File: src/rtl/channel_serializer_pkg.sv
// Shared definitions for the channel serializer slice.
//   DATA_W_DEF : default sample width in bits
//   state_t    : output FSM state encoding (IDLE / SEND)
//   idx_w()    : width of an index over n items (never less than 1)
package cnn_pkg;

  localparam int DATA_W_DEF = 8;

  typedef enum logic {
    ST_IDLE = 1'b0,
    ST_SEND = 1'b1
  } state_t;

  function automatic int idx_w(input int n);
    return (n > 1) ? $clog2(n) : 1;
  endfunction

endpackage

File: src/rtl/channel_serializer_if.sv
// Bundle of the serializer's data-path signals.
//   din/vin          : packed channel samples and per-channel valid pulses
//   dout/vout        : serial signed sample and its valid
//   out_ready        : downstream accept
//   dch/dlast        : channel index of dout, high on the last channel
//   ovf/clr_ovf      : sticky overflow flag and its clear
// master = traffic source / sink side, slave = the serializer.
interface channel_serializer_if import cnn_pkg::*; #(
  parameter int DATA_W = DATA_W_DEF,
  parameter int CH     = 3
);
  logic [CH*DATA_W-1:0]     din;
  logic [CH-1:0]            vin;
  logic signed [DATA_W-1:0] dout;
  logic                     vout;
  logic                     out_ready;
  logic [idx_w(CH)-1:0]     dch;
  logic                     dlast;
  logic                     ovf;
  logic                     clr_ovf;

  modport master (
    output din, vin, out_ready, clr_ovf,
    input  dout, vout, dch, dlast, ovf
  );

  modport slave (
    input  din, vin, out_ready, clr_ovf,
    output dout, vout, dch, dlast, ovf
  );
endinterface

File: src/rtl/channel_serializer_frame_fifo.sv
// frame_fifo: small frame buffer holding complete multi-channel frames.
//   clk, rst   : clock, synchronous active-high reset
//   i_push     : write i_data (ignored when full)
//   i_pop      : drop the head frame (ignored when empty)
//   o_head     : frame at the read pointer
//   o_second   : frame after the head (valid only when o_count > 1)
//   o_full, o_empty, o_count : occupancy, all from registered state
module frame_fifo import cnn_pkg::*; #(
  parameter int W     = 24,
  parameter int DEPTH = 2
) (
  input  logic                   clk,
  input  logic                   rst,
  input  logic                   i_push,
  input  logic [W-1:0]           i_data,
  input  logic                   i_pop,
  output logic [W-1:0]           o_head,
  output logic [W-1:0]           o_second,
  output logic                   o_full,
  output logic                   o_empty,
  output logic [$clog2(DEPTH):0] o_count
);
  localparam int PTR_W = idx_w(DEPTH);
  localparam int CNT_W = $clog2(DEPTH) + 1;

  logic [W-1:0]     r_mem [DEPTH];
  logic [PTR_W-1:0] r_wr_ptr;
  logic [PTR_W-1:0] r_rd_ptr;
  logic [CNT_W-1:0] r_count;
  logic             w_do_push;
  logic             w_do_pop;

  assign o_full    = (r_count == CNT_W'(DEPTH));
  assign o_empty   = (r_count == '0);
  assign o_count   = r_count;
  assign w_do_push = i_push && !o_full;
  assign w_do_pop  = i_pop && !o_empty;

  // Depth is a power of two, so pointers wrap by natural overflow.
  assign o_head   = r_mem[r_rd_ptr];
  assign o_second = r_mem[r_rd_ptr + PTR_W'(1)];

  always_ff @(posedge clk) begin
    if (w_do_push) begin
      r_mem[r_wr_ptr] <= i_data;
    end
  end

  always_ff @(posedge clk) begin
    if (rst) begin
      r_wr_ptr <= '0;
      r_rd_ptr <= '0;
      r_count  <= '0;
    end else begin
      if (w_do_push) r_wr_ptr <= r_wr_ptr + PTR_W'(1);
      if (w_do_pop)  r_rd_ptr <= r_rd_ptr + PTR_W'(1);
      unique case ({w_do_push, w_do_pop})
        2'b10:   r_count <= r_count + CNT_W'(1);
        2'b01:   r_count <= r_count - CNT_W'(1);
        default: r_count <= r_count;
      endcase
    end
  end
endmodule

File: src/rtl/channel_serializer.sv
// channel_serializer: collects one sample per channel (arriving in any
// cycles) into a frame, buffers whole frames, and emits them as a serial
// stream channel 0..CH-1 with a valid/ready handshake.
//   clk, rst : clock, synchronous active-high reset
//   bus      : channel_serializer_if.slave (din/vin in, dout/vout/dch/dlast
//              out, out_ready in, ovf out, clr_ovf in)
module channel_serializer import cnn_pkg::*; #(
  parameter int DATA_W      = DATA_W_DEF,
  parameter int CH          = 3,
  parameter int FRAME_DEPTH = 2
) (
  input  logic                 clk,
  input  logic                 rst,
  channel_serializer_if.slave  bus
);
  localparam int CH_W  = idx_w(CH);
  localparam int FW    = CH * DATA_W;
  localparam int CNT_W = $clog2(FRAME_DEPTH) + 1;

  // Staging
  logic [DATA_W-1:0] r_stage [CH];
  logic [CH-1:0]     r_flag;
  logic              r_ovf;
  logic [CH-1:0]     w_dup;
  logic [FW-1:0]     w_frame;
  logic              w_complete;
  logic              w_push;

  // Frame buffer
  logic [FW-1:0]     w_head;
  logic [FW-1:0]     w_second;
  logic              w_full;
  logic              w_empty;
  logic [CNT_W-1:0]  w_count;
  logic              w_pop;

  // Output FSM
  state_t                   r_state, w_state_next;
  logic signed [DATA_W-1:0] r_dout, w_dout_next;
  logic                     r_vout, w_vout_next;
  logic [CH_W-1:0]          r_dch, w_dch_next;
  logic                     r_dlast, w_dlast_next;
  logic [CH_W-1:0]          w_next_ch;
  logic [FW-1:0]            w_src;
  logic [CH_W-1:0]          w_src_ch;

  assign w_dup      = bus.vin & r_flag;
  assign w_complete = &(r_flag | bus.vin);
  // Fullness is the registered state, so a same-cycle pop cannot admit a push.
  assign w_push     = w_complete && !w_full;

  // A frame may complete with some channels arriving this very cycle: those
  // lanes bypass the staging register. A duplicate pulse on a flagged lane
  // loses to the stored sample.
  for (genvar gi = 0; gi < CH; gi++) begin : g_frame
    assign w_frame[gi*DATA_W +: DATA_W] =
      r_flag[gi] ? r_stage[gi] : bus.din[gi*DATA_W +: DATA_W];
  end

  always_ff @(posedge clk) begin
    if (rst) begin
      r_flag <= '0;
      for (int i = 0; i < CH; i++) r_stage[i] <= '0;
    end else if (w_push) begin
      r_flag <= '0;
    end else begin
      for (int i = 0; i < CH; i++) begin
        if (bus.vin[i] && !r_flag[i]) begin
          r_flag[i]  <= 1'b1;
          r_stage[i] <= bus.din[i*DATA_W +: DATA_W];
        end
      end
    end
  end

  // Setting wins over clearing when both happen in one cycle.
  always_ff @(posedge clk) begin
    if (rst)            r_ovf <= 1'b0;
    else if (|w_dup)    r_ovf <= 1'b1;
    else if (bus.clr_ovf) r_ovf <= 1'b0;
  end

  frame_fifo #(
    .W     (FW),
    .DEPTH (FRAME_DEPTH)
  ) u_frame_fifo (
    .clk      (clk),
    .rst      (rst),
    .i_push   (w_push),
    .i_data   (w_frame),
    .i_pop    (w_pop),
    .o_head   (w_head),
    .o_second (w_second),
    .o_full   (w_full),
    .o_empty  (w_empty),
    .o_count  (w_count)
  );

  assign w_next_ch = r_dch + CH_W'(1);

  // After the last channel of the head frame the next load comes from the
  // following frame (no bubble); otherwise it is the next lane of the head.
  always_comb begin
    w_src    = w_head;
    w_src_ch = '0;
    if (r_state == ST_SEND) begin
      if (r_dlast) w_src = w_second;
      else         w_src_ch = w_next_ch;
    end
  end

  always_ff @(posedge clk) begin
    if (rst) begin
      r_state <= ST_IDLE;
      r_dout  <= '0;
      r_vout  <= 1'b0;
      r_dch   <= '0;
      r_dlast <= 1'b0;
    end else begin
      r_state <= w_state_next;
      r_dout  <= w_dout_next;
      r_vout  <= w_vout_next;
      r_dch   <= w_dch_next;
      r_dlast <= w_dlast_next;
    end
  end

  always_comb begin
    w_state_next = r_state;
    w_dout_next  = r_dout;
    w_vout_next  = r_vout;
    w_dch_next   = r_dch;
    w_dlast_next = r_dlast;
    w_pop        = 1'b0;
    unique case (r_state)
      ST_IDLE: begin
        if (!w_empty) begin
          w_dout_next  = w_src[int'(w_src_ch)*DATA_W +: DATA_W];
          w_vout_next  = 1'b1;
          w_dch_next   = '0;
          w_dlast_next = 1'b0;
          w_state_next = ST_SEND;
        end
      end
      ST_SEND: begin
        if (r_vout && bus.out_ready) begin
          if (r_dlast) begin
            w_pop = 1'b1;
            if (w_count > CNT_W'(1)) begin
              w_dout_next  = w_src[int'(w_src_ch)*DATA_W +: DATA_W];
              w_dch_next   = '0;
              w_dlast_next = 1'b0;
            end else begin
              w_vout_next  = 1'b0;
              w_dlast_next = 1'b0;
              w_state_next = ST_IDLE;
            end
          end else begin
            w_dout_next  = w_src[int'(w_src_ch)*DATA_W +: DATA_W];
            w_dch_next   = w_next_ch;
            w_dlast_next = (w_next_ch == CH_W'(CH - 1));
          end
        end
      end
      default: w_state_next = ST_IDLE;
    endcase
  end

  assign bus.dout  = r_dout;
  assign bus.vout  = r_vout;
  assign bus.dch   = r_dch;
  assign bus.dlast = r_dlast;
  assign bus.ovf   = r_ovf;
endmodule

File: src/flat_wrapper.sv
// flat-port wrapper written by rule: the top's interface ports become plain ports
module channel_serializer_flat import cnn_pkg::*;
#(
  parameter int DATA_W      = DATA_W_DEF,
  parameter int CH          = 3,
  parameter int FRAME_DEPTH = 2
)
  (clk, rst, bus_din, bus_vin, bus_out_ready, bus_clr_ovf, bus_dout, bus_vout, bus_dch, bus_dlast, bus_ovf);
  channel_serializer_if #(.DATA_W(DATA_W), .CH(CH)) bus_i ();
  input  logic clk;
  input  logic rst;
  input wire logic [$bits(bus_i.din)-1:0] bus_din;
  input wire logic [$bits(bus_i.vin)-1:0] bus_vin;
  input wire logic [$bits(bus_i.out_ready)-1:0] bus_out_ready;
  input wire logic [$bits(bus_i.clr_ovf)-1:0] bus_clr_ovf;
  output wire logic [$bits(bus_i.dout)-1:0] bus_dout;
  output wire logic [$bits(bus_i.vout)-1:0] bus_vout;
  output wire logic [$bits(bus_i.dch)-1:0] bus_dch;
  output wire logic [$bits(bus_i.dlast)-1:0] bus_dlast;
  output wire logic [$bits(bus_i.ovf)-1:0] bus_ovf;
  assign bus_i.din = bus_din;
  assign bus_i.vin = bus_vin;
  assign bus_i.out_ready = bus_out_ready;
  assign bus_i.clr_ovf = bus_clr_ovf;
  assign bus_dout = bus_i.dout;
  assign bus_vout = bus_i.vout;
  assign bus_dch = bus_i.dch;
  assign bus_dlast = bus_i.dlast;
  assign bus_ovf = bus_i.ovf;
  channel_serializer #(.DATA_W(DATA_W), .CH(CH), .FRAME_DEPTH(FRAME_DEPTH)) u_core (.clk(clk), .rst(rst), .bus(bus_i));
endmodule
File: config.mk
export PLATFORM = sky130hd
export DESIGN_NAME = channel_serializer_flat
export DESIGN_NICKNAME = d
export VERILOG_FILES = /design/src/rtl/channel_serializer_pkg.sv /design/src/rtl/channel_serializer_if.sv /design/src/rtl/channel_serializer_frame_fifo.sv /design/src/rtl/channel_serializer.sv /design/src/flat_wrapper.sv
export SDC_FILE = /design/constraint.sdc
export NUM_CORES = 1
export LEC_CHECK = 0
export BUFFER_PORTS_ARGS = -buffer_cell sky130_fd_sc_hd__buf_2
export CAP_MARGIN = 20
export CORE_MARGIN = 2
export CORE_UTILIZATION = 35
export CTS_CLUSTER_SIZE = 25
export DETAILED_ROUTE_END_ITERATION = 10
export PLACE_DENSITY = 0.63
export SLEW_MARGIN = 20
export SYNTH_ARGS = -nofsm -noshare
export SYNTH_HDL_FRONTEND = slang
export SYNTH_SLANG_ARGS = --single-unit
File: constraint.sdc
create_clock -name clk -period 3.8 [get_ports clk]
set_clock_uncertainty 0.2 [all_clocks]
set_input_delay 0.38 -clock clk [delete_from_list [all_inputs] [get_ports clk]]
set_output_delay 0.38 -clock clk [all_outputs]
set_load 0.005 [all_outputs]
Word-level counts from Yosys, hierarchy flattened. Memories as Yosys holds them, arrays and structs flattened. A register that Yosys moved wholly into a read port is not among the register bits. Cells that the tools add are included. W data, S select, Z words.

Flip-flop bits (word level): 21. Bits in latches: 0. Memory bits (writable): 72. Memory bits (read-only): 0. Bits of input ports: 31. Output and inout bits: 13. Word-level logic and storage cells: 115. Memories: 2.

Memory list: u_core.u_frame_fifo.r_mem (words 2, width 24, rd ports 2, clocked after memory_dff 1, wr ports 1, line channel_serializer_frame_fifo.sv:26) `logic [W-1:0] r_mem [DEPTH];`; u_core.r_stage (words 3, width 8, rd ports 3, clocked after memory_dff 0, wr ports 3, line channel_serializer.sv:21) `logic [DATA_W-1:0] r_stage [CH];`.

Add/subtract/negate cells: 5. $mul: 0. Div/mod/pow operators: 0. $lt $le $gt $ge: 1. Equal/unequal tests: 9. Shift operators: 1. Multiplexer cells: 58. Bitwise gates (word level): 6. Reduce and logical (&&, ||, !) cells: 21.

Operator list (count): $mux W8 (10); $mux W24 (2); $mux W1 (34); $shiftx A24 B6 Y8 (1); $pmux W8 S2 (1); $mux W2 (6); $ne A2 B2 Y1 const B (4); $pmux W2 S2 (2); $logic_and A1 B1 Y1 (7); $eq A2 B2 Y1 const B (3); $pmux W1 S2 (3); $reduce_and A3 Y1 (2); $logic_not A1 Y1 (5); $add A2 B1 Y2 const B (2); $reduce_and A4 Y1 (1); $reduce_bool A2 Y1 (2); $and A3 B3 Y3 (1); $ne A3 B3 Y1 const B (1); $or A1 B1 Y1 (3); $or A3 B3 Y3 (1); $reduce_or A3 Y1 (1); $add A1 B1 Y1 const B (2); $eq A2 B1 Y1 const B (1); $gt A2 B1 Y1 const B (1); 5 further kinds (5).

Longest topological paths before layout. Gate-level depths: netlist of the first run. An unclocked memory read counts as a cell.

Depth after elaboration: 9. Mapped depth: 9. Gate-level depth less buffers: 9.

By module. Synthesis of the first run repeated with hierarchy kept, for this count alone.

Cells, all modules: 344. Area, all modules: 4541.9 um^2.

Modules (own cells, without submodules): channel_serializer (times used 1, cells each 216, area each 2306.0 um^2, seq. area each 1061.0 um^2); frame_fifo (times used 1, cells each 128, area each 2235.9 um^2, seq. area each 1541.5 um^2).

Worst setup path before layout of the first run. No wires, ideal clock.

Path type: reg2reg. Start point: register u_core.u_frame_fifo.r_count[0], in the netlist u_core.u_frame_fifo.o_count[0]. End point: memory u_core.u_frame_fifo.r_mem[0][0] (enable). Library setup time: 0.405 ns. Arrival: 2.351 ns. Required time: 3.195 ns. Setup slack: 0.844 ns. Cell stages (with the launch flop): 7. Buffers on the path: 0. Period minus slack after synthesis: 2.956 ns. Cell sequence: dfxtp_1 -> inv_1 -> ha_1 -> or3_1 -> nor2_2 -> inv_1 -> nor2_1.

Word-level cells in the longest chain between the ends: 6.

RTL lines: from (decl) (line channel_serializer_frame_fifo.sv:29) `logic [CNT_W-1:0] r_count;`; from (signal assigned) (line channel_serializer_frame_fifo.sv:58) `2'b10: r_count <= r_count + CNT_W'(1);`; from (signal assigned) (line channel_serializer_frame_fifo.sv:59) `2'b01: r_count <= r_count - CNT_W'(1);`; from (signal assigned) (line channel_serializer_frame_fifo.sv:60) `default: r_count <= r_count;`; $eq A2 B2 Y1 (*) (line channel_serializer_frame_fifo.sv:33) `assign o_full = (r_count == CNT_W'(DEPTH));`; $logic_not A1 Y1 (*) (line channel_serializer_frame_fifo.sv:36, channel_serializer.sv:50); $logic_and A1 B1 Y1 (line channel_serializer.sv:50) `assign w_push = w_complete && !w_full;`; $logic_and A1 B1 Y1 (*) (line channel_serializer_frame_fifo.sv:36) `assign w_do_push = i_push && !o_full;`; $mux W1 (*) (line channel_serializer_frame_fifo.sv:44) `if (w_do_push) begin`; $mux W1 (not written as such) (*) (line channel_serializer_frame_fifo.sv:45) `r_mem[r_wr_ptr] <= i_data;`; to (decl) (line channel_serializer_frame_fifo.sv:26).

Mark *: on every way between the ends. The rest lies on a longest branch, timed or not.

Worst setup path after layout of the first run.
Start point: register u_core.r_flag[0]. End point: memory u_core.u_frame_fifo.r_mem[0][8] (enable).

Word-level cells in the longest chain between the ends: 6.

RTL lines: from (decl) (line channel_serializer.sv:22) `logic [CH-1:0] r_flag;`; from (signal assigned) (line channel_serializer.sv:62) `r_flag <= '0;`; from (signal assigned) (line channel_serializer.sv:65) `r_flag <= '0;`; from (signal, indexed assignment) (line channel_serializer.sv:69) `r_flag[i] <= 1'b1;`; $or A3 B3 Y3 (line channel_serializer.sv:48) `assign w_complete = &(r_flag | bus.vin);`; $reduce_and A3 Y1 (line channel_serializer.sv:48); $logic_and A1 B1 Y1 (line channel_serializer.sv:50); $logic_and A1 B1 Y1 (line channel_serializer_frame_fifo.sv:36); $mux W1 (line channel_serializer_frame_fifo.sv:44); $mux W1 (not written as such) (line channel_serializer_frame_fifo.sv:45).

No other way between the ends.

==> metrics.md, run 1 <==
| Metric | Value |
|---|---|
| Met2 routed WL | 4000 um |
| CP Class | register to register |
| Nets | 381 |
| Endpoints failing hold | 0 |
| Sequential share of power | 0.514 |
| HP Start | bus_din[12] |
| Fin. max-slew vios | 0 |
| Power, Total | 2.48 mW |
| Clock power share | 0.354 |
| Diodes inserted | 0 |
| CP endpoint | u_core.u_frame_fifo.r_mem[0][8]$_DFFE_PP_ |
| H-tree depth | 3 |
| Clock sink count | 94 |
| Post-CTS Hold Buffers | 0 |
| Failing checks | DRC |
| Clock slew at reported path FFs | 0.06 ns |
| Most Frequent Cell on Critical Path | nor2_2 |
| Library cells used by synthesis | 47 |
| Status | complete, but fails checks |
| Initial drt markers | 129 |
| Post-CTS setup buffer count | 0 |
| P_leak | 1.81 nW |
| Largest net degree at the start of global routing | 25 |
| Crit. End Element | register |
| Post-synthesis sequential area ratio | 0.625 |
| Die X | 113 um |
| WL met3 | 282 um |
| Via count | 2427 |
| Non-filler cells, final | 493 |
| CP Cell Sequence | nor2_1 > or3_1 > nor2_2 > inv_1 > nor2_2 > buf_4 |
| Vias in the first global route | 2384 |
| Post-Syn Area per Cell | 13.9 sq um |
| Clock latency on the worst-skew pair | 0.34 ns |
| Worst-case reg-to-reg path depth | 6 |
| Number of synthesized flops with an enable pin | 72 |
| Tot GR Track Use | 0.132 |
| TritonCTS buffer count | 9 |
| Max-cap violations | 0 |
| R2R setup slack | around 1.3 ns |
| Die Y | between 100 and 150 um |
| Setup violators final | 0 |
| Net Switching | 0.601 mW |
| Wire per inst | between 15 and 20 um |
| CTS tree | built |
| Ranking of synthesized cells by area | edfxtp_1 52%, dfxtp_1 11%, mux2_2 6.5%, and2_1 3.8%, mux2i_1 3.6% |
| Root buffer cell | clkbuf_16 |
| RSZ-0062 raised after global routing | no |
| #FFs+latches synth | 94 |
| Met1 wire length | 3500 um |
| Worst r2r dst | u_core.u_frame_fifo.r_mem[0][8]$_DFFE_PP_ |
| DRT Pass-1 Iters | 7 |
| Synth Flop Type | edfxtp_1 |
| Filler cells | 1073 |
| Most frequent cells in the layout | 72 x edfxtp_1, 43 x buf_2, 25 x and2_1 |
| Commonest non-fill, non-tap cell in the layout | edfxtp_1 |
| DRC | 3 |
| Logic pwr share | 0.132 |
| Min cycle time layout | 2.52 ns |
| Max Root-Sink Buffers | 2 |
| Antenna violations before repair | 0 |
| Die area | about 13000 sq um |
| Share of the synthesized area in the top cell type | 0.520 |
| Power per cell area | 521 nW/um^2 |
| Worst-margin pin slew | 0.965 ns |
| Share of layout cells above drive strength 1 | 0.294 |
| Critical Path Source | u_core.r_flag[0]$_SDFFE_PP0N_ |
| Placed insts | 477 |
| Worst IR Drop VDD | 0.256 mV |
| Tcrit/Tclk final | 0.664 |
| Num rows | 39 |
| Maximum fanout along the worst path | 24 |
| Worst hold path class | input pin to register |
| Switching Share | 0.242 |
| GRT Residual Overflow | 0 |
| Crit path arrival time | 2.33 ns |
| Ys async rst share | 0 |
| Crit-path slowest cell | dfxtp_1 |
| Cells after Synth | 299 |
| Syn Std Cell Area | 4160 sq um |
| Port bufs | 43 |
| Synth warn | 0 |
| Max transition margin | 0.357 |
| Vias per cell | between 4 and 5 |
| Global-route wire length before repair | 12600 um |
| Critical path's largest stage delay | 0.66 ns |
| FMAX | roughly 400 MHz |
| Setup_tns | 0 ns |
| Initial Util | 0.361 |
| Core area | approximately 12000 sq um |
| Highest metal used | met4 |
| Post_cts resized | 0 |
| Crit start category | register |
| Area grow syn2layout | 14.4% |
| Gpl congestion | 0.790 |
| Ports | 44 |
| Post-synth top area cell | edfxtp_1 |
| Internal power | 1.88 mW |
| Post-DP HPWL | roughly 5500 um |
| Worst EP required | 3.61 ns |
| FF-to-FF Start | u_core.r_flag[0]$_SDFFE_PP0N_ |
| Remaining antenna violation count | 0 |
| Syn_nets | 335 |
| Post-detailed-routing wire length | 7880 um |
-- per-stage QoR --
step | hold slack (ns) | utilization | area, sq um | setup WS [ns]
final | 0.131 | 0.414 | 4760 | 1.28
after global routing | 0.124 | 0.414 | 4760 | 1.10
after CTS | 0.116 | 0.414 | 4760 | 1.24
after detailed placement | 0.259 | 0.388 | 4470 | 1.26
after global placement | 0.248 | 0.388 | 4470 | 1.33
after floorplan | 0.255 | - | 4160 | 0.844
-- power by group through the flow --
stage	combinational, mW	clock, mW	sequential, mW
global placement	0.328	0	1.30
detailed placement	0.331	0	1.30
finish	0.328	0.878	1.27
floorplan	0.260	0	1.27
CTS	0.333	0.903	1.28
global route	0.370	0.945	1.28
-- area by class of cell --
| class | count | area (sq um) | area share |
|---|---|---|---|
| tap | 143 | 179 | 0.0376 |
| sequential | 94 | 2600 | 0.547 |
| clock inverter | 6 | 61.3 | 0.0129 |
| multi-input combinational | 184 | 1410 | 0.296 |
| inverter | 8 | 30.0 | 0.00631 |
| timing repair buffer | 48 | 253 | 0.0531 |
| clock buffer | 10 | 229 | 0.0481 |
-- critical path, delay by kind of cell, from the launching register on --
family	cells	cell delay (ns)
AND/OR/NAND/NOR	4	0.89
flip-flops	1	0.66
buffers and inverters	2	0.44
-- state kept, by name (all words and copies together) (netlist names), 2 cells and up, named ones only --
| name | cells |
|---|---|
| u_core.bus.dch | 2 |
| u_core.bus.dout | 8 |
| u_core.r_flag | 3 |
| u_core.r_stage | 24 |
| u_core.u_frame_fifo.o_count | 2 |
| u_core.u_frame_fifo.r_mem | 48 |
-- synthesized netlist by cell type, types with 2 or more instances --
cell / instances
xor2_1: 2
and2_1: 25
nor3_1: 6
inv_1: 8
nand3_1: 2
buf_6: 4
a211oi_1: 16
a21oi_1: 18
mux2i_1: 15
dfxtp_1: 22
mux2_4: 7
a2bb2oi_1: 2
clkbuf_8: 2
mux2_2: 24
nand2b_1: 3
nor2_1: 23
buf_2: 4
xnor2_1: 2
nand2_1: 5
o22ai_1: 2
ha_1: 5
edfxtp_1: 72
o21ai_0: 3
o21ai_1: 2
a22oi_1: 2
a21oi_2: 2
-- metal layers --
layer / global-route usage / vias up
li1: - / 1202
met1: 0.162 / 1170
met2: 0.215 / 46
met3: 0.0380 / 9
met4: 0.0610 / 0
met5: 0 / -
-- logic make-up after synthesis --
family | Yosys count | synth area share
AOI/OAI and AO/OA | 55 | 0.0872
xor gates and xnor gates | 4 | 0.00842
adders and majority gates | 5 | 0.0150
buffers and inverters | 21 | 0.0370
DFF | 94 | 0.625
muxes | 46 | 0.126
and+or+nand+nor | 74 | 0.101
-- worst min-delay path by stage --
stage / end / slack, ns / cells after the start
after floorplan: u_core.bus.dout[2]$_SDFFE_PP0P_ / 0.25 / 2
after global placement: u_core.bus.dout[2]$_SDFFE_PP0P_ / 0.25 / 2
after global routing: u_core.r_stage[0][15]$_SDFFCE_PN0P_ / 0.12 / 2
final: u_core.r_stage[0][12]$_SDFFCE_PN0P_ / 0.13 / 2
after CTS: u_core.r_stage[0][22]$_SDFFCE_PN0P_ / 0.12 / 2
after detailed placement: u_core.bus.dout[2]$_SDFFE_PP0P_ / 0.26 / 2
(Power assumes the default switching activity.)
==> inputs of run 2 (changes only) <==
- PLACE_DENSITY: 0.63 -> 0.65
- clock period: 3.8 -> 2.3 ns (I/O delays scaled with it)
==> metrics.md, run 2 (synthesis results as in run 1) <==
| Metric | Value |
|---|---|
| Worst hold path class | input pin to register (unchanged) |
| CP Cell Sequence | inv_1 > ha_1 > or3_4 > o21ai_1 > a21oi_2 > buf_4 > and2_1 (was nor2_1 > or3_1 > nor2_2 > inv_1 > nor2_2 > buf_4) |
| Ports | 44 (unchanged) |
| Gpl congestion | 0.754 (was 0.790) |
| Share of layout cells above drive strength 1 | 0.312 (was 0.294) |
| Clock sink count | 94 (unchanged) |
| Commonest non-fill, non-tap cell in the layout | edfxtp_1 (unchanged) |
| Antenna violations before repair | 0 (unchanged) |
| Most Crowded Layer GR | met2 (unchanged) |
| Final Cell Area | 5150 sq um (was 4760 sq um) |
| HP Start | bus_din[4] (was bus_din[12]) |
| Area grow syn2layout | 23.8% (was 14.4%) |
| Worst IR Drop VDD | 0.384 mV (was 0.256 mV) |
| Global-route wire length before repair | 13300 um (was 12600 um) |
| Hold Path Depth | 2 (unchanged) |
| Worst r2r dst | u_core.r_stage[0][2]$_SDFFCE_PN0P_ (was u_core.u_frame_fifo.r_mem[0][8]$_DFFE_PP_) |
| Wire per inst | 15.8 um (was 16.0 um) |
| FMAX | 462 MHz (was 396 MHz) |
| Core area | 11500 sq um (unchanged) |
| Largest register FFs | 48 (unchanged) |
| Port bufs | 43 (unchanged) |
| Internal power | 3.09 mW (was 1.88 mW) |
| Diodes inserted | 0 (unchanged) |
| Max transition margin | 0.731 (was 0.357) |
| Failing checks | DRC (unchanged) |
| Crit-path slowest cell | or3_4 (was dfxtp_1) |
| Switching Share | 0.259 (was 0.242) |
| Met1 Use GR | 0.165 (was 0.162) |
| CP Class | register to register (unchanged) |
| Post-CTS setup buffer count | 0 (unchanged) |
| Final Util | 0.447 (was 0.414) |
| Max-cap violations | 0 (unchanged) |
| Worst-case reg-to-reg path depth | 7 (was 6) |
| DRT Pass-1 Iters | 7 (unchanged) |
| Setup WS post-layout | 0.134 ns (was 1.28 ns) |
| DRC | 3 (unchanged) |
| Endpoints failing hold | 0 (unchanged) |
| Maximum fanout along the worst path | 24 (unchanged) |
| P_leak | 1.98 nW (was 1.81 nW) |
| Vias per cell | 4.96 (was 4.92) |
| Worst EP required | 2.19 ns (was 3.61 ns) |
| RSZ-0062 raised after global routing | no (unchanged) |
| Most frequent cells in the layout | 72 x edfxtp_1, 43 x buf_2, 24 x mux2_2, 24 x and2_1 (was 72 x edfxtp_1, 43 x buf_2, 25 x and2_1) |
| Initial Util | 0.361 (unchanged) |
| Via count | 2617 (was 2427) |
| GRT Residual Overflow | 0 (unchanged) |
| Num rows | 39 (unchanged) |
| Min cycle time layout | 2.17 ns (was 2.52 ns) |
| Crit start category | register (unchanged) |
| Power per cell area | 810 nW/um^2 (was 521 nW/um^2) |
| Die Y | 113 um (unchanged) |
| TritonCTS buffer count | 9 (unchanged) |
| R2R setup slack | 0.13 ns (was 1.28 ns) |
| Status | complete, but fails checks (unchanged) |
| Logic pwr share | 0.157 (was 0.132) |
| Remaining antenna violation count | 0 (unchanged) |
| Crit path arrival time | 2.06 ns (was 2.33 ns) |
| Most flops, register | u_core.u_frame_fifo.r_mem (unchanged) |
| WHS Endpoint | u_core.r_stage[0][4]$_SDFFCE_PN0P_ (was u_core.r_stage[0][12]$_SDFFCE_PN0P_) |
| Vias in the first global route | 2656 (was 2384) |
| Post-detailed-routing wire length | 8370 um (was 7880 um) |
| Net Switching | 1.08 mW (was 0.601 mW) |
| Setup violators final | 0 (unchanged) |
| Setup_tns | 0 ns (unchanged) |
| CTS tree | built (unchanged) |
| Met3 Resource Use GR | 0.0354 (was 0.0380) |
| Crit. End Element | register (unchanged) |
| H-tree depth | 3 (unchanged) |
| Die area | 12800 sq um (unchanged) |
| Initial drt markers | 93 (was 129) |
| Fin. max-slew vios | 0 (unchanged) |
| DP Area | 4630 sq um (was 4470 sq um) |
| Die X | 113 um (unchanged) |
| Pre-CTS WS | 0.0512 ns (was 1.26 ns) |
| Worst-margin pin slew | 0.400 ns (was 0.965 ns) |
| Largest net degree at the start of global routing | 25 (unchanged) |
| Root buffer cell | clkbuf_16 (unchanged) |
| Clock latency on the worst-skew pair | 0.34 ns (about the same) |
| Clock power share | 0.344 (was 0.354) |
| Tcrit/Tclk final | 0.942 (was 0.664) |
| Max Root-Sink Buffers | 2 (unchanged) |
| Nets | 416 (was 381) |
| Tot GR Track Use | 0.136 (was 0.132) |
| Clock slew at reported path FFs | 0.07 ns (was 0.06 ns) |
| Post-DP HPWL | 5910 um (was 5470 um) |
| GR Layer Usage met2 | 0.239 (was 0.215) |
| Sequential share of power | 0.499 (was 0.514) |
| Critical path's largest stage delay | 0.42 ns (was 0.66 ns) |
| FF-to-FF Start | u_core.u_frame_fifo.o_count[0]$_SDFFE_PP0P_ (was u_core.r_flag[0]$_SDFFE_PP0N_) |
## run 2: worst max-delay path by stage
stage                                                      from                                          end  slack, ns  depth (start not counted)
floorplan           u_core.u_frame_fifo.o_count[0]$_SDFFE_PP0P_    u_core.u_frame_fifo.r_mem[0][0]$_DFFE_PP_       0.02                          6
global placement    u_core.u_frame_fifo.o_count[0]$_SDFFE_PP0P_           u_core.r_stage[0][8]$_SDFFCE_PN0P_       0.16                          7
detailed placement  u_core.u_frame_fifo.o_count[0]$_SDFFE_PP0P_  u_core.u_frame_fifo.o_count[1]$_SDFFE_PP0P_       0.05                          9
CTS                 u_core.u_frame_fifo.o_count[0]$_SDFFE_PP0P_  u_core.u_frame_fifo.o_count[1]$_SDFFE_PP0P_       0.02                          9
global route        u_core.u_frame_fifo.o_count[0]$_SDFFE_PP0P_  u_core.u_frame_fifo.o_count[1]$_SDFFE_PP0P_       0.02                          9
finish              u_core.u_frame_fifo.o_count[0]$_SDFFE_PP0P_           u_core.r_stage[0][2]$_SDFFCE_PN0P_       0.13                          7
## run 2: repair_timing
action                                  4_1_cts  5_1_grt
hold endpoints to repair                     23        0
hold buffers                                 22        0
endpoints found under the setup margin        0        3
resized for setup                             0        2
## run 2: area by class of cell
type,instances,area [sq um]
clock buffers,9,225
clock inverters,7,63.8
fillers,1052,6370
inverters,8,30.0
multi-input cells,184,1430
flip-flops and latches,94,2600
well taps,143,179
repair buffers,83,621
## run 2: per-stage QoR
step | power (mW) | cells | hold slack [ns]
5_1_grt | 4.36 | 528 | 0.0116
4_1_cts | 4.20 | 528 | 0.00219
3_3_place_gp | 2.72 | 490 | 0.249
2_1_floorplan | 2.54 | 299 | 0.108
3_5_place_dp | 2.75 | 490 | 0.268
6_report | 4.17 | 528 | 0.00769
## run 2: worst max-delay path: cells and delay by family (launching register included)
family / cells / cell delay [ns]
compound gates: 2 / 0.23
simple gates: 2 / 0.60
flops: 1 / 0.38
buf+inv: 2 / 0.29
fa+ha+maj: 1 / 0.22
## run 2: metal layers
layer,part of all wire,up-vias
met5,0,-
met2,0.51,48
li1,-,1284
met1,0.45,1274
met3,0.033,11
met4,0.014,0
## run 2: power groups by stage
stage / registers (mW) / clock network (mW) / logic (mW)
floorplan: 2.10 / 0 / 0.435
global placement: 2.11 / 0 / 0.607
detailed placement: 2.12 / 0 / 0.626
CTS: 2.08 / 1.46 / 0.658
global route: 2.10 / 1.54 / 0.726
finish: 2.08 / 1.43 / 0.656
==> inputs of run 3 (changes only) <==
- CORE_MARGIN: 2 -> 5
==> metrics.md, run 3 (synthesis results as in run 1) <==
| Metric | Value |
|---|---|
| Post-DP HPWL | 5860 um (was 5910 um) |
| Post-detailed-routing wire length | 8410 um (was 8370 um) |
| Clock latency on the worst-skew pair | 0.33 ns (was 0.34 ns) |
| H-tree depth | 3 (unchanged) |
| Non-filler cells, final | 524 (was 528) |
| Crit path arrival time | 2.20 ns (was 2.06 ns) |
| Sequential share of power | 0.503 (was 0.499) |
| Worst r2r dst | u_core.u_frame_fifo.o_count[0]$_SDFFE_PP0P_ (was u_core.r_stage[0][2]$_SDFFCE_PN0P_) |
| Share of layout cells above drive strength 1 | 0.318 (was 0.312) |
| Crit start category | register (unchanged) |
| Core area | 11500 sq um (unchanged) |
| Min cycle time layout | 2.20 ns (was 2.17 ns) |
| Placed insts | 491 (was 490) |
| CP Class | register to register (unchanged) |
| Nets | 412 (was 416) |
| Root buffer cell | clkbuf_16 (unchanged) |
| P_leak | 1.95 nW (was 1.98 nW) |
| Port bufs | 43 (unchanged) |
| Pre-CTS WS | 0.0571 ns (was 0.0512 ns) |
| Critical path's largest stage delay | 0.43 ns (was 0.42 ns) |
| Setup WS post-layout | 0.101 ns (was 0.134 ns) |
| Status | complete, no violations (was complete, but fails checks) |
| Diodes inserted | 0 (unchanged) |
| FF-to-FF Start | u_core.u_frame_fifo.o_count[0]$_SDFFE_PP0P_ (unchanged) |
| Die area | 14200 sq um (was 12800 sq um) |
| Crit-path slowest cell | or3_4 (unchanged) |
| Clock power share | 0.338 (was 0.344) |
| Via count | 2557 (was 2617) |
| Most flops, register | u_core.u_frame_fifo.r_mem (unchanged) |
| R2R setup slack | 0.10 ns (was 0.13 ns) |
| Initial drt markers | 167 (was 93) |
| Tcrit/Tclk final | 0.956 (was 0.942) |
| Clock sink count | 94 (unchanged) |
| Setup violators final | 0 (unchanged) |
| Clock slew at reported path FFs | 0.07 ns (about the same) |
| Vias in the first global route | 2646 (was 2656) |
| HP Start | bus_din[19] (was bus_din[4]) |
| Switching Share | 0.254 (was 0.259) |
| DP Area | 4630 sq um (about the same) |
| Worst IR Drop VDD | 0.345 mV (was 0.384 mV) |
| Largest delay share family, worst path | simple AND/OR/NAND/NOR gates (unchanged) |
| Ports | 44 (unchanged) |
| CP Cell Sequence | inv_1 > ha_1 > or3_4 > nor2_4 > inv_1 > ha_1 > xor2_1 > nor2_1 (was inv_1 > ha_1 > or3_4 > o21ai_1 > a21oi_2 > buf_4 > and2_1) |
| Post-CTS setup buffer count | 0 (unchanged) |
| Antenna violations before repair | 0 (unchanged) |
| DRT Pass-1 Iters | 4 (was 7) |
| Hold_ws | 0.00634 ns (was 0.00769 ns) |
| Logic pwr share | 0.159 (was 0.157) |
| Tot GR Track Use | 0.121 (was 0.136) |
| TritonCTS buffer count | 9 (unchanged) |
| CTS tree | built (unchanged) |
| Die Y | 119 um (was 113 um) |
| Max Root-Sink Buffers | 2 (unchanged) |
| Worst-case reg-to-reg path depth | 8 (was 7) |
| Max transition margin | 0.639 (was 0.731) |
| Num rows | 39 (unchanged) |
| Internal power | 3.09 mW (about the same) |
| Worst hold path class | input pin to register (unchanged) |
| GRT Residual Overflow | 0 (unchanged) |
| Setup_tns | 0 ns (unchanged) |
| Hold Path Depth | 2 (unchanged) |
| Most frequent cells in the layout | 72 x edfxtp_1, 43 x buf_2, 24 x mux2_2, 24 x and2_1 (unchanged) |
| Final Cell Area | 5090 sq um (was 5150 sq um) |
| Vias per cell | 4.88 (was 4.96) |
| Initial Util | 0.361 (unchanged) |
| Worst-margin pin slew | 0.540 ns (was 0.400 ns) |
| Largest net degree at the start of global routing | 25 (unchanged) |
| Gpl congestion | 0.750 (was 0.754) |
| Largest register FFs | 48 (unchanged) |
| Power, Total | 4.13 mW (was 4.17 mW) |
| Commonest non-fill, non-tap cell in the layout | edfxtp_1 (unchanged) |
| Wire per inst | 16.1 um (was 15.8 um) |
| Worst EP required | 2.30 ns (was 2.19 ns) |
| Net Switching | 1.05 mW (was 1.08 mW) |
| DRC | 0 (was 3) |
| Buf+Inv Stages, Crit Path | 2 (unchanged) |
| Area grow syn2layout | 22.4% (was 23.8%) |
| RSZ-0062 raised after global routing | no (unchanged) |
| Maximum fanout along the worst path | 3 (was 24) |
| Endpoints failing hold | 0 (unchanged) |
| Fin. max-slew vios | 0 (unchanged) |
| Crit. End Element | register (unchanged) |
| Final Util | 0.442 (was 0.447) |
| Die X | 119 um (was 113 um) |
| WHS Endpoint | u_core.r_stage[0][19]$_SDFFCE_PN0P_ (was u_core.r_stage[0][4]$_SDFFCE_PN0P_) |
| Global-route wire length before repair | 13400 um (was 13300 um) |
| FMAX | 455 MHz (was 462 MHz) |
| Max-cap violations | 0 (unchanged) |
| Power per cell area | 811 nW/um^2 (was 810 nW/um^2) |
| Remaining antenna violation count | 0 (unchanged) |
## run 3: cell types whose count changed in the layout (fill, tap and decap cells not counted), sizes merged
cell,change
dlygate4sd3,-5
inv,-2
buf,+1
clkbuf,+1
clkinvlp,+1
## run 3: worst max-delay path by stage
stage	endpoint	startpoint	depth (start not counted)
after global placement	u_core.r_stage[0][8]$_SDFFCE_PN0P_	u_core.u_frame_fifo.o_count[0]$_SDFFE_PP0P_	6
final	u_core.u_frame_fifo.o_count[0]$_SDFFE_PP0P_	u_core.u_frame_fifo.o_count[0]$_SDFFE_PP0P_	8
after floorplan	u_core.u_frame_fifo.r_mem[0][0]$_DFFE_PP_	u_core.u_frame_fifo.o_count[0]$_SDFFE_PP0P_	6
after global routing	u_core.u_frame_fifo.o_count[1]$_SDFFE_PP0P_	u_core.u_frame_fifo.o_count[0]$_SDFFE_PP0P_	7
after CTS	u_core.r_stage[0][20]$_SDFFCE_PN0P_	u_core.u_frame_fifo.o_count[0]$_SDFFE_PP0P_	6
after detailed placement	u_core.r_stage[0][7]$_SDFFCE_PN0P_	u_core.u_frame_fifo.o_count[0]$_SDFFE_PP0P_	6
## run 3: power groups by stage
stage	combinational, mW	clock [mW]	sequential [mW]
after floorplan	0.435	0	2.10
after global placement	0.619	0	2.11
after detailed placement	0.634	0	2.12
after CTS	0.658	1.43	2.08
after global routing	0.729	1.50	2.09
final	0.658	1.40	2.08
## run 3: area by class of cell
| class | count | area (sq um) |
|---|---|---|
| clock buffer | 10 | 229 |
| clock inverter | 6 | 53.8 |
| fill | 1067 | 6420 |
| inverter | 8 | 30.0 |
| multi-input combinational | 184 | 1440 |
| sequential | 94 | 2600 |
| tap | 143 | 179 |
| timing repair buffer | 79 | 566 |
## run 3: what timing repair did
| action | in CTS | in global routing |
|---|---|---|
| hold buffers | 16 | 1 |
| hold endpoints to repair | 16 | 1 |
| setup endpoints to repair | 0 | 26 |
| resized for setup | 0 | 3 |
## run 3: metal layers
metal | vias up | wire length (um) | part of all wire | global-route usage
met4 | 0 | 74 | 0.0088 | 0.0333
met2 | 40 | 4350 | 0.52 | 0.213
met1 | 1243 | 3710 | 0.44 | 0.151
met5 | - | 0 | 0 | 0
met3 | 7 | 273 | 0.032 | 0.0223
li1 | 1267 | - | - | -
